## config.mk

```make
export PLATFORM = sky130hd
export DESIGN_NAME = mux_rr_stream
export DESIGN_NICKNAME = d
export VERILOG_FILES = /design/src/rtl/mux_pkg.sv /design/src/rtl/rr_arbiter.sv /design/src/rtl/mux_rr_stream.sv
export SDC_FILE = /design/constraint.sdc
export NUM_CORES = 1
export LEC_CHECK = 0
export CORE_ASPECT_RATIO = 0.5
export CORE_UTILIZATION = 30
export CTS_CLUSTER_DIAMETER = 50
export DETAILED_ROUTE_END_ITERATION = 8
export DONT_BUFFER_PORTS = 1
export PLACE_DENSITY = 0.42
export SLEW_MARGIN = 20
export SYNTH_ARGS = -nofsm -noshare
export SYNTH_HDL_FRONTEND = slang
export SYNTH_HIERARCHICAL = 1
export SYNTH_SLANG_ARGS = --single-unit
```

## constraint.sdc

```tcl
create_clock -name clk -period 2.8 [get_ports clk]
set_input_delay 0.28 -clock clk [delete_from_list [all_inputs] [get_ports clk]]
set_output_delay 0.28 -clock clk [all_outputs]
set_load 0.005 [all_outputs]
```

## src/rtl/mux_pkg.sv

```systemverilog
// Shared defaults and the flattened-bus word extractor for the round-robin stream mux.
package mux_pkg;

   localparam int MUX_DW_DEFAULT  = 32'd12;
   localparam int MUX_NCH_DEFAULT = 32'd4;

   // Widest word and channel count the extractor bus can carry.
   localparam int MUX_MAX_DW = 32'd64;
   localparam int MUX_MAX_CH = 32'd16;
   localparam int MUX_BUS_W  = MUX_MAX_DW * MUX_MAX_CH;

   // Returns channel idx of a bus packed as idx*dw +: dw; the caller truncates to dw bits.
   function automatic logic [MUX_MAX_DW-1:0] mux_get_word(
      input logic [MUX_BUS_W-1:0] bus,
      input int unsigned          idx,
      input int unsigned          dw
   );
      logic [MUX_BUS_W-1:0] shifted_s;
      shifted_s = bus >> (idx * dw);
      return shifted_s[MUX_MAX_DW-1:0];
   endfunction

endpackage

```

## src/rtl/rr_arbiter.sv

```systemverilog
// Combinational round-robin arbiter: first requester at or after ptr, wrapping at NUM_CH-1.
module rr_arbiter #(
   parameter  int NUM_CH = 4,
   localparam int SEL_W  = $clog2(NUM_CH)
) (
   input  logic [NUM_CH-1:0] req,
   input  logic [SEL_W-1:0]  ptr,
   input  logic              en,
   output logic [NUM_CH-1:0] gnt,
   output logic [SEL_W-1:0]  gnt_idx,
   output logic              any
);

   logic             found_s;
   logic [SEL_W:0]   idx_s;

   // Scan ptr, ptr+1, ... with wraparound; the first active request wins.
   always_comb begin
      gnt     = '0;
      gnt_idx = '0;
      found_s = 1'b0;
      idx_s   = '0;
      for (int k = 0; k < NUM_CH; k++) begin
         idx_s = {1'b0, ptr} + (SEL_W+1)'(k);
         if (idx_s >= (SEL_W+1)'(NUM_CH)) begin
            idx_s = idx_s - (SEL_W+1)'(NUM_CH);
         end else begin
            idx_s = idx_s;
         end
         if (!found_s && req[idx_s[SEL_W-1:0]]) begin
            found_s = 1'b1;
            gnt_idx = idx_s[SEL_W-1:0];
         end else begin
            found_s = found_s;
         end
      end
      any = en && found_s;
      if (any) begin
         gnt[gnt_idx] = 1'b1;
      end else begin
         gnt = '0;
      end
   end

endmodule

```

## src/rtl/mux_rr_stream.sv

```systemverilog
// NUM_CH-to-1 valid/ready stream mux with round-robin arbitration and a tagged output register.
// Optional MUX_STRICT_PRIO_EN adds prio_mode for fixed lowest-index priority.
module mux_rr_stream
   import mux_pkg::*;
#(
   parameter  int DATA_WIDTH = MUX_DW_DEFAULT,
   parameter  int NUM_CH     = MUX_NCH_DEFAULT,
   localparam int SEL_W      = $clog2(NUM_CH)
) (
   input  logic                       clk,
   input  logic                       reset_L,
   input  logic [NUM_CH*DATA_WIDTH-1:0] data_in,
   input  logic [NUM_CH-1:0]          valid_in,
   output logic [NUM_CH-1:0]          ready_out,
   output logic [DATA_WIDTH-1:0]      data_out,
   output logic [SEL_W-1:0]           ch_out,
   output logic                       valid_out,
   input  logic                       ready_in
`ifdef MUX_STRICT_PRIO_EN
   ,
   input  logic                       prio_mode
`endif
);

   logic [SEL_W-1:0]      ptr_r;
   logic [DATA_WIDTH-1:0] data_r;
   logic [SEL_W-1:0]      ch_r;
   logic                  valid_r;

   logic                  load_s;
   logic                  prio_s;
   logic [SEL_W-1:0]      arb_ptr_s;
   logic [NUM_CH-1:0]     gnt_s;
   logic [SEL_W-1:0]      gnt_idx_s;
   logic                  any_s;
   logic [DATA_WIDTH-1:0] word_s;
   logic [SEL_W-1:0]      ptr_next_s;

`ifdef MUX_STRICT_PRIO_EN
   assign prio_s = prio_mode;
`else
   assign prio_s = 1'b0;
`endif

   assign load_s    = !valid_r || ready_in;
   assign arb_ptr_s = prio_s ? '0 : ptr_r;

   rr_arbiter #(
      .NUM_CH (NUM_CH)
   ) u_arb (
      .req     (valid_in),
      .ptr     (arb_ptr_s),
      .en      (load_s),
      .gnt     (gnt_s),
      .gnt_idx (gnt_idx_s),
      .any     (any_s)
   );

   assign word_s     = DATA_WIDTH'(mux_get_word(MUX_BUS_W'(data_in), 32'(gnt_idx_s),
                                                32'(DATA_WIDTH)));
   assign ptr_next_s = (gnt_idx_s == SEL_W'(NUM_CH-1)) ? '0 : gnt_idx_s + SEL_W'(1);

   // Output register and pointer: load on grant, drain to idle when nothing requests.
   always_ff @(posedge clk or negedge reset_L) begin
      if (!reset_L) begin
         ptr_r   <= '0;
         data_r  <= '0;
         ch_r    <= '0;
         valid_r <= 1'b0;
      end else if (load_s) begin
         if (any_s) begin
            data_r  <= word_s;
            ch_r    <= gnt_idx_s;
            valid_r <= 1'b1;
            if (!prio_s) begin
               ptr_r <= ptr_next_s;
            end
         end else begin
            valid_r <= 1'b0;
         end
      end
   end

   // ready_out is gated by reset so no pop reaches the FIFOs while reset_L is low.
   assign ready_out = reset_L ? gnt_s : '0;
   assign data_out  = data_r;
   assign ch_out    = ch_r;
   assign valid_out = valid_r;

endmodule

```

==> run metrics, run 1 <==
period utilisation layout=84.6%; nets=around 140; sequential area share after synthesis=37.2%; Iter 0 DRT Violations=13; IO Count=74; clk_lat worst skew=about 0.25 ns; overall power=around 1.2 mW; post-synth design cell area=roughly 0.0011 mm^2; critical path type=flip-flop to flip-flop; initial antenna violation count=0; post-layout minimum cycle time=~2.4 ns; R2R cell count=7; Hold Path Stages=2; final hold viol count=0; H-Tree Level Count=1; Leak=around 0.5 nW; CTS Hold Bufs=1; crit end category=flip-flop; count leader, synth=dfrtp_1; VDD IR max=~0.31 mV; Die Wd=89.3 um; flops & latches, synth=17; setup bufs post-CTS=0; area grow syn2layout=7.88%; synth cell count leaders=17 x dfrtp_1, 16 x mux2_2, 8 x mux4_2; worst path arrival time=roughly 2.5 ns; cts repair resizes=0; Max Slew Vio Count=0; pwr/cell area=approximately 950 mW/mm^2; Mapped Cells=about 80; Max Cap Viol=0; clock root cell=clkbuf_8; Clock Sinks=17; first-pass GRT wire length=3590 um; Post-DP Area=between 0.001 and 0.0015 mm^2; Slew @ Worst Pin=0.795 ns; synthesized area per cell=approximately 15 um^2; # setup viols final=0; I/O Buffers=0; final wirelength=around 2400 um; final worst setup slack=around 0.43 ns; setup TNS=0 ns; CTS tree=yes; min-delay worst type=input port to flip-flop; share of layout cells above drive strength 1=47.5%; Antenna Cells=0; Pre-Repair DR Iteration Count=4; pin count of the biggest net entering global routing=19; Clock Path Buffers=2; drt wl/cell=18.3 um; clock skew=between 0.002 and 0.0025 ns; area share of the largest cell type after synthesis=37.2%; fmax=roughly 420 MHz; number of fill cells=around 350; via count=between 600 and 700; outcome=finished clean; row count=15; largest cells by area after synthesis=dfrtp_1 37%, mux2_2 16%, mux4_2 16%; core box area=0.00353 mm^2; Worst slew margin=a little under half; RSZ-0062 raised after global routing=false; Synth area leader=dfrtp_1; grt total ovfl=0; Die ar.=approximately 0.0041 mm^2; number of synthesized flops with an enable pin=0; ys flop type=dfrtp_1; Placer Congestion=0.748; warnings from Yosys=6; vias in the first global route=about 750; Initial Util=between 30% and 40%; Vias/cell=5.33; post-route ant nets=0; TritonCTS buffer count=3; Die Span Y=about 46 um; ys async rst share=100%; Post-Layout Inst Area=0.00123 mm^2; Critical Path Source Type=flip-flop; pre-CTS WS=roughly 0.43 ns; Req. time, crit path=roughly 2.9 ns; Max FO, Critical Path=15; syn nets=134; Worst-path clk slew=~0.07 ns; DP HPWL=~1800 um; Unique masters post-synth=28; Tot GR Track Use=between 10% and 20%; drt drc=0
layout by cell type (no fill, tap or decap), types with 2 or more instances in the layout:
cell / count
a21oi_1: 2
and2_1: 4
clkbuf_8: 3
dfrtp_1: 17
inv_1: 3
mux2_2: 16
mux4_1: 4
mux4_2: 8
nand2_1: 2
nand2b_1: 2
layout make-up:
| type | count | area [um^2] | share of cell area (%) |
|---|---|---|---|
| clock inverters | 1 | 5.00 | 0.406 |
| flip-flops and latches | 17 | 425 | 34.5 |
| clock buffers | 3 | 41.3 | 3.35 |
| repair buffers | 2 | 17.5 | 1.42 |
| multi-input cells | 53 | 666 | 54.0 |
| inverters | 4 | 15.0 | 1.22 |
| well taps | 51 | 63.8 | 5.17 |
critical path, stage by stage (launching register included):
cell and delay (ns):
dfrtp_1 0.46, mux2_4 0.33, nand2_2 0.07, o221ai_2 0.12, nor2_2 0.12, buf_4 0.27, mux4_1 0.59, mux2_2 0.28
stage by stage:
| stage | utilization (%) | hold slack (ns) | instances |
|---|---|---|---|
| 2_1_floorplan | - | -0.0156 | 78 |
| 3_3_place_gp | 33.4 | -0.0152 | 126 |
| 3_5_place_dp | 33.4 | -0.0151 | 126 |
| 4_1_cts | 35.0 | 0.284 | 131 |
| 5_1_grt | 35.0 | 0.301 | 131 |
| 6_report | 35.0 | 0.279 | 131 |
cell families after synthesis:
group | share of synthesized area [%]
multiplexers | 42.0
AND/OR/NAND/NOR | 9.85
buffers and inverters | 4.81
flip-flops | 37.2
AO/OA/AOI/OAI | 5.03
adder cells (fa/ha/maj) | 1.09
flip-flops by register name, indices dropped and copies added (netlist names):
register	count
data_out	12
arb_ptr_s	2
ch_out	2
valid_out	1
power breakdown:
group | internal (mW) | switching (mW)
Clock | 0.0986 | 0.0848
Combinational | 0.313 | 0.207
Sequential | 0.367 | 0.0979
path summary, 6_finish.rpt:
check	endpoint	from	slack [ns]
setup reg to reg	data_out[0]	arb_ptr_s[1]	0.43
max in group asynchronous	data_out[3]	reset_L	1.75
setup / recovery	data_out[0]	arb_ptr_s[1]	0.43
hold / removal	valid_out	ready_in	0.28
hold reg to reg	ch_out[1]	ch_out[1]	0.54
min in group asynchronous	data_out[8]	reset_L	0.56
per-layer routing:
layer  GRT usage, %  vias up  part of all wire (%)
met5              0        -                     0
li1               -      307                     -
met2           22.7       41                    50
met1           14.0      350                    39
met3           5.62        0                    12
met4           2.86        0                     0
Power figures use the tool's default switching activity.
==> run 2, diff against run 1 <==
PLACE_DENSITY = 0.43   (was 0.42)
clock period = 1.9 ns   (was 2.8 ns; I/O delays follow)
==> run metrics, run 2 (synthesis gave the netlist of run 1 again) <==
worst path arrival time=2.27 ns (-0.23 ns); r2r setup slk=-0.23 ns (-0.66 ns); Die Wd=89.3 um (unchanged); DP HPWL=1780 um (-0.35%); final worst setup slack=-0.232 ns (-0.662 ns); outcome=finished with violations; Max Slew Vio Count=0 (unchanged); drt drc=0 (unchanged); clk_lat worst skew=0.25 ns (about the same); Placer Congestion=0.709 (-5.2%); Worst slew margin=48.5% (+1.6 points); Max Cap Viol=0 (unchanged); crit path max-delay cell type=mux4_2; R2R cell count=7 (unchanged); core box area=0.00353 mm^2 (unchanged); first-pass GRT wire length=3570 um (-0.59%); cell mode on critical path=mux2_4; Hold Path End=valid_out; commonest non-fill, non-tap cell in the layout=dfrtp_1; nets=149 (+8.8%); # setup viols final=16 (+16); critical path type=flip-flop to flip-flop; post-route ant nets=0 (unchanged); Iter 0 DRT Violations=47 (+34); Critical Path Source Type=flip-flop; Worst R2R End=data_out[6]; Antenna Cells=0 (unchanged); Req. time, crit path=2.04 ns (-0.89 ns); Slew @ Worst Pin=0.771 ns (-0.0242 ns); pre-CTS WS=-0.245 ns (-0.672 ns); row count=15 (unchanged); most frequent cells in the layout=17 x dfrtp_1, 13 x mux2_2, 12 x mux4_2; crit end category=flip-flop; min-delay worst type=input port to flip-flop; initial antenna violation count=0 (unchanged); pin count of the biggest net entering global routing=18 (-1); RSZ-0062 raised after global routing=true; final hold slack=0.187 ns (-0.0914 ns); H-Tree Level Count=1 (unchanged); Clock Sinks=17 (unchanged); IO Count=74 (unchanged); I/O Buffers=0 (unchanged); TritonCTS buffer count=3 (unchanged); critical path, cell by cell=mux2_4 -> nand2_2 -> o221ai_4 -> nor2_4 -> buf_6 -> mux4_2 -> mux2_4; post-layout minimum cycle time=2.13 ns (-0.238 ns); pwr/cell area=1470 mW/mm^2 (+55%); min-delay src=ready_in; CTS tree=yes; Hold Path Stages=2 (unchanged); Non-Filler Instances=143 (+9.2%); Worst-path clk slew=0.07 ns (about the same); Pre-Repair DR Iteration Count=3 (-1); VDD IR max=0.387 mV (+23%); Vias/cell=5.45 (+2.4%); clock skew=0.00376 ns (+0.00166 ns); fmax=469 MHz (+11%); grt total ovfl=0 (unchanged); vias in the first global route=704 (-5.8%); max FFs per register=12 (unchanged); Slowest Stage Delay on Critical Path=0.51 ns (-0.08 ns); final wirelength=2830 um (+18%); Max FO, Critical Path=5 (-10); Die Span Y=45.7 um (unchanged); area grow syn2layout=21.3%; period utilisation layout=112% (+28 points); via count=780 (+12%); Initial Util=32.4% (unchanged); drt wl/cell=19.8 um (+8.2%); Leak=0.552 nW (+13%); Die ar.=0.00408 mm^2 (unchanged); share of layout cells above drive strength 1=65.2% (+18 points); FF-to-FF Start=arb_ptr_s[1]; dpl cells=133 (+5.6%); Post-Layout Inst Area=0.00139 mm^2 (+12%); failing checks=negative setup slack; Clock Path Buffers=2 (unchanged); Post-DP Area=0.00123 mm^2 (+4.5%); clock root cell=clkbuf_8; final hold viol count=0 (unchanged); Tot GR Track Use=12.8% (+0.15 points)
run 2: metal layers:
layer | share of wire (%) | up-vias | global-route usage, %
met1 | 46 | 405 | 16.6
met5 | 0 | - | 0
met3 | 7.3 | 0 | 4.17
met2 | 47 | 39 | 21.1
li1 | - | 336 | -
met4 | 0 | 0 | 2.86
run 2: area by class of cell:
class	count	area, um^2
Clock inverter	1	5.00
Timing Repair Buffer	12	104
Clock buffer	3	41.3
Fill cell	368	2140
Tap cell	51	63.8
Multi-Input combinational cell	55	733
Sequential cell	17	425
Inverter	4	15.0
run 2: where the power goes:
part / switching [mW] / total (mW) / internal (mW)
Combinational: 0.422 / 1.08 / 0.659
Sequential: 0.141 / 0.682 / 0.542
Clock: 0.127 / 0.272 / 0.145
run 2: critical path, delay by kind of cell, from the launching register on:
kind	cells	cell delay [ns]
DFF	1	0.41
AOI/OAI and AO/OA	1	0.11
and+or+nand+nor	2	0.25
muxes	3	1.10
buffers and inverters	1	0.16
run 2: how the worst max path moves through the flow:
stage,start,to,slack (ns),depth (start not counted)
2_1_floorplan,arb_ptr_s[1],data_out[10],-0.25,8
3_3_place_gp,arb_ptr_s[1],data_out[3],-0.20,7
3_5_place_dp,arb_ptr_s[1],data_out[6],-0.25,7
4_1_cts,arb_ptr_s[1],data_out[2],-0.24,7
5_1_grt,arb_ptr_s[1],data_out[6],-0.32,7
6_report,arb_ptr_s[1],data_out[6],-0.23,7
run 2: metrics by stage:
step                power (mW)  utilization [%]  TNS, ns
floorplan                 1.38                -    -2.69
global placement          1.49             34.9    -2.16
detailed placement        1.53             34.9    -2.57
CTS                       1.90             37.7    -2.53
global route              2.19             39.3    -4.20
finish                    2.04             39.3    -2.56
run 2: what timing repair did:
action / CTS / global route
hold buffers: 1 / 0
gates resized for setup: 4 / 17
hold endpoints to repair: 17 / 0
cloned: 2 / 1
endpoints found under the setup margin: 14 / 16
pin swaps: 1 / 4
setup buffers: 0 / 2
==> run 3, diff against run 2 <==
CORE_ASPECT_RATIO = not set   (was 0.5)
CORE_MARGIN = 8   (was not set)
CORE_UTILIZATION = 55   (was 30)
PLACE_DENSITY = 0.71   (was 0.43)
SLEW_MARGIN = 5   (was 20)
==> run metrics, run 3 (synthesis gave the netlist of run 1 again) <==
Clock Path Buffers=2 (unchanged); period utilisation layout=112% (about the same); post-layout minimum cycle time=2.13 ns (+0.00206 ns); crit end category=flip-flop; Req. time, crit path=2.08 ns (+0.04 ns); clock root cell=clkbuf_4; Iter 0 DRT Violations=13 (-72%); overall power=2.04 mW (unchanged); Non-Filler Instances=118 (-17%); pre-CTS WS=-0.217 ns (+0.0288 ns); dpl cells=109 (-18%); critical path, cell by cell=mux2_4 -> nand2_2 -> o221ai_2 -> nor2_2 -> buf_6 -> mux4_2 -> mux2_4; outcome=finished with violations; row count=16 (+1); critical path type=flip-flop to flip-flop; final hold slack=0.149 ns (-0.0385 ns); cell mode on critical path=mux2_4; # setup viols final=15 (-1); clock skew=0.00281 ns (-0.000954 ns); Die Wd=61.6 um (-31%); nets=148 (-0.67%); TritonCTS buffer count=3 (unchanged); first-pass GRT wire length=4040 um (+13%); Max Cap Viol=0 (unchanged); Antenna Cells=0 (unchanged); IO Count=74 (unchanged); via count=746 (-4.4%); clk_lat worst skew=0.29 ns (+0.04 ns); Critical Path Source Type=flip-flop; CTS tree=yes; critical path launch point=arb_ptr_s[1]; I/O Buffers=0 (unchanged); final hold viol count=0 (unchanged); Max Slew Vio Count=0 (unchanged); vias in the first global route=874 (+24%); area grow syn2layout=19.4%; Slew @ Worst Pin=0.803 ns (+0.0324 ns); post-route ant nets=0 (unchanged); worst path arrival time=2.31 ns (+0.04 ns); DP HPWL=2160 um (+21%); Tot GR Track Use=14.7% (+1.9 points); Clock Sinks=17 (unchanged); max FFs per register=12 (unchanged); final wirelength=2870 um (+1.3%); FF-to-FF Start=arb_ptr_s[1]; share of layout cells above drive strength 1=67.0% (+1.8 points); min-delay src=ready_in; failing checks=negative setup slack; Worst slew margin=46.3% (-2.2 points); crit path max-delay cell type=mux4_2; Die ar.=0.00379 mm^2 (-7.0%); Leak=0.564 nW (+2.2%); Placer Congestion=0.772 (+8.8%); Max FO, Critical Path=6 (+1); pwr/cell area=1490 mW/mm^2 (+1.6%); pin count of the biggest net entering global routing=18 (unchanged); core box area=0.00196 mm^2 (-44%); VDD IR max=0.926 mV (+140%); fmax=469 MHz (about the same); Pre-Repair DR Iteration Count=3 (unchanged); Slowest Stage Delay on Critical Path=0.51 ns (about the same); most frequent cells in the layout=17 x dfrtp_1, 12 x mux4_2, 10 x mux2_2; drt drc=0 (unchanged); drt wl/cell=24.3 um (+23%); Worst-path clk slew=0.10 ns (+0.03 ns); commonest non-fill, non-tap cell in the layout=dfrtp_1; Die Span Y=61.6 um (+35%); H-Tree Level Count=1 (unchanged); Vias/cell=6.32 (+16%); min-delay worst type=input port to flip-flop; grt total ovfl=0 (unchanged); fin util=69.6% (+30 points); final worst setup slack=-0.234 ns (-0.00206 ns); r2r setup slk=-0.23 ns (about the same); Initial Util=58.3% (+26 points); RSZ-0062 raised after global routing=true; initial antenna violation count=0 (unchanged)
==> run 3: path summary, 6_finish.rpt <==
kind / to / depth (start not counted)
worst max-delay path: data_out[9] / 7
worst min-delay path: valid_out / 2
worst max register to register: data_out[9] / 7
worst min register to register: data_out[2] / 1
max in group asynchronous: data_out[10] / 1
min in group asynchronous: valid_out / 1
==> run 3: critical path, delay by kind of cell (launching register included) <==
family / cells / cell delay [ns]
flops: 1 / 0.44
mux: 3 / 1.12
compound gates: 1 / 0.09
buf+inv: 1 / 0.17
simple gates: 2 / 0.22
==> run 3: metrics by stage <==
stage               TNS, ns  area (um^2)
floorplan             -2.69         1150
global placement      -1.83         1200
detailed placement    -2.20         1200
CTS                   -2.63         1280
global route          -4.14         1370
finish                -2.73         1370
==> run 3: report_power, final <==
part,total [mW],switching [mW],leakage [nW],internal [mW]
clock,0.199,0.117,0.0150,0.0815
sequential,0.688,0.148,0.198,0.540
combinational,1.15,0.409,0.352,0.740
==> run 3: cell type report <==
cell class / count / area, um^2
Timing Repair Buffer: 13 / 140
Fill cell: 157 / 597
Clock buffer: 4 / 26.3
Tap cell: 27 / 33.8
Inverter: 4 / 15.0
Sequential cell: 17 / 425
Multi-Input combinational cell: 53 / 724
==> run 3: timing repair <==
action | in CTS | in global routing
buffers inserted | 2 | 2
hold buffers | 1 | 0
endpoints found under the hold margin | 17 | 0
resized for setup | 8 | 17
setup endpoints to repair | 16 | 18
pin swaps | 2 | 9
==> run 3: routing by layer <==
metal	vias to the layer above	global-route usage (%)	part of all wire, %
li1	324	-	-
met1	371	15.3	34
met2	49	24.7	53
met3	2	6.68	12
met4	0	6.82	0.94
met5	-	0	0
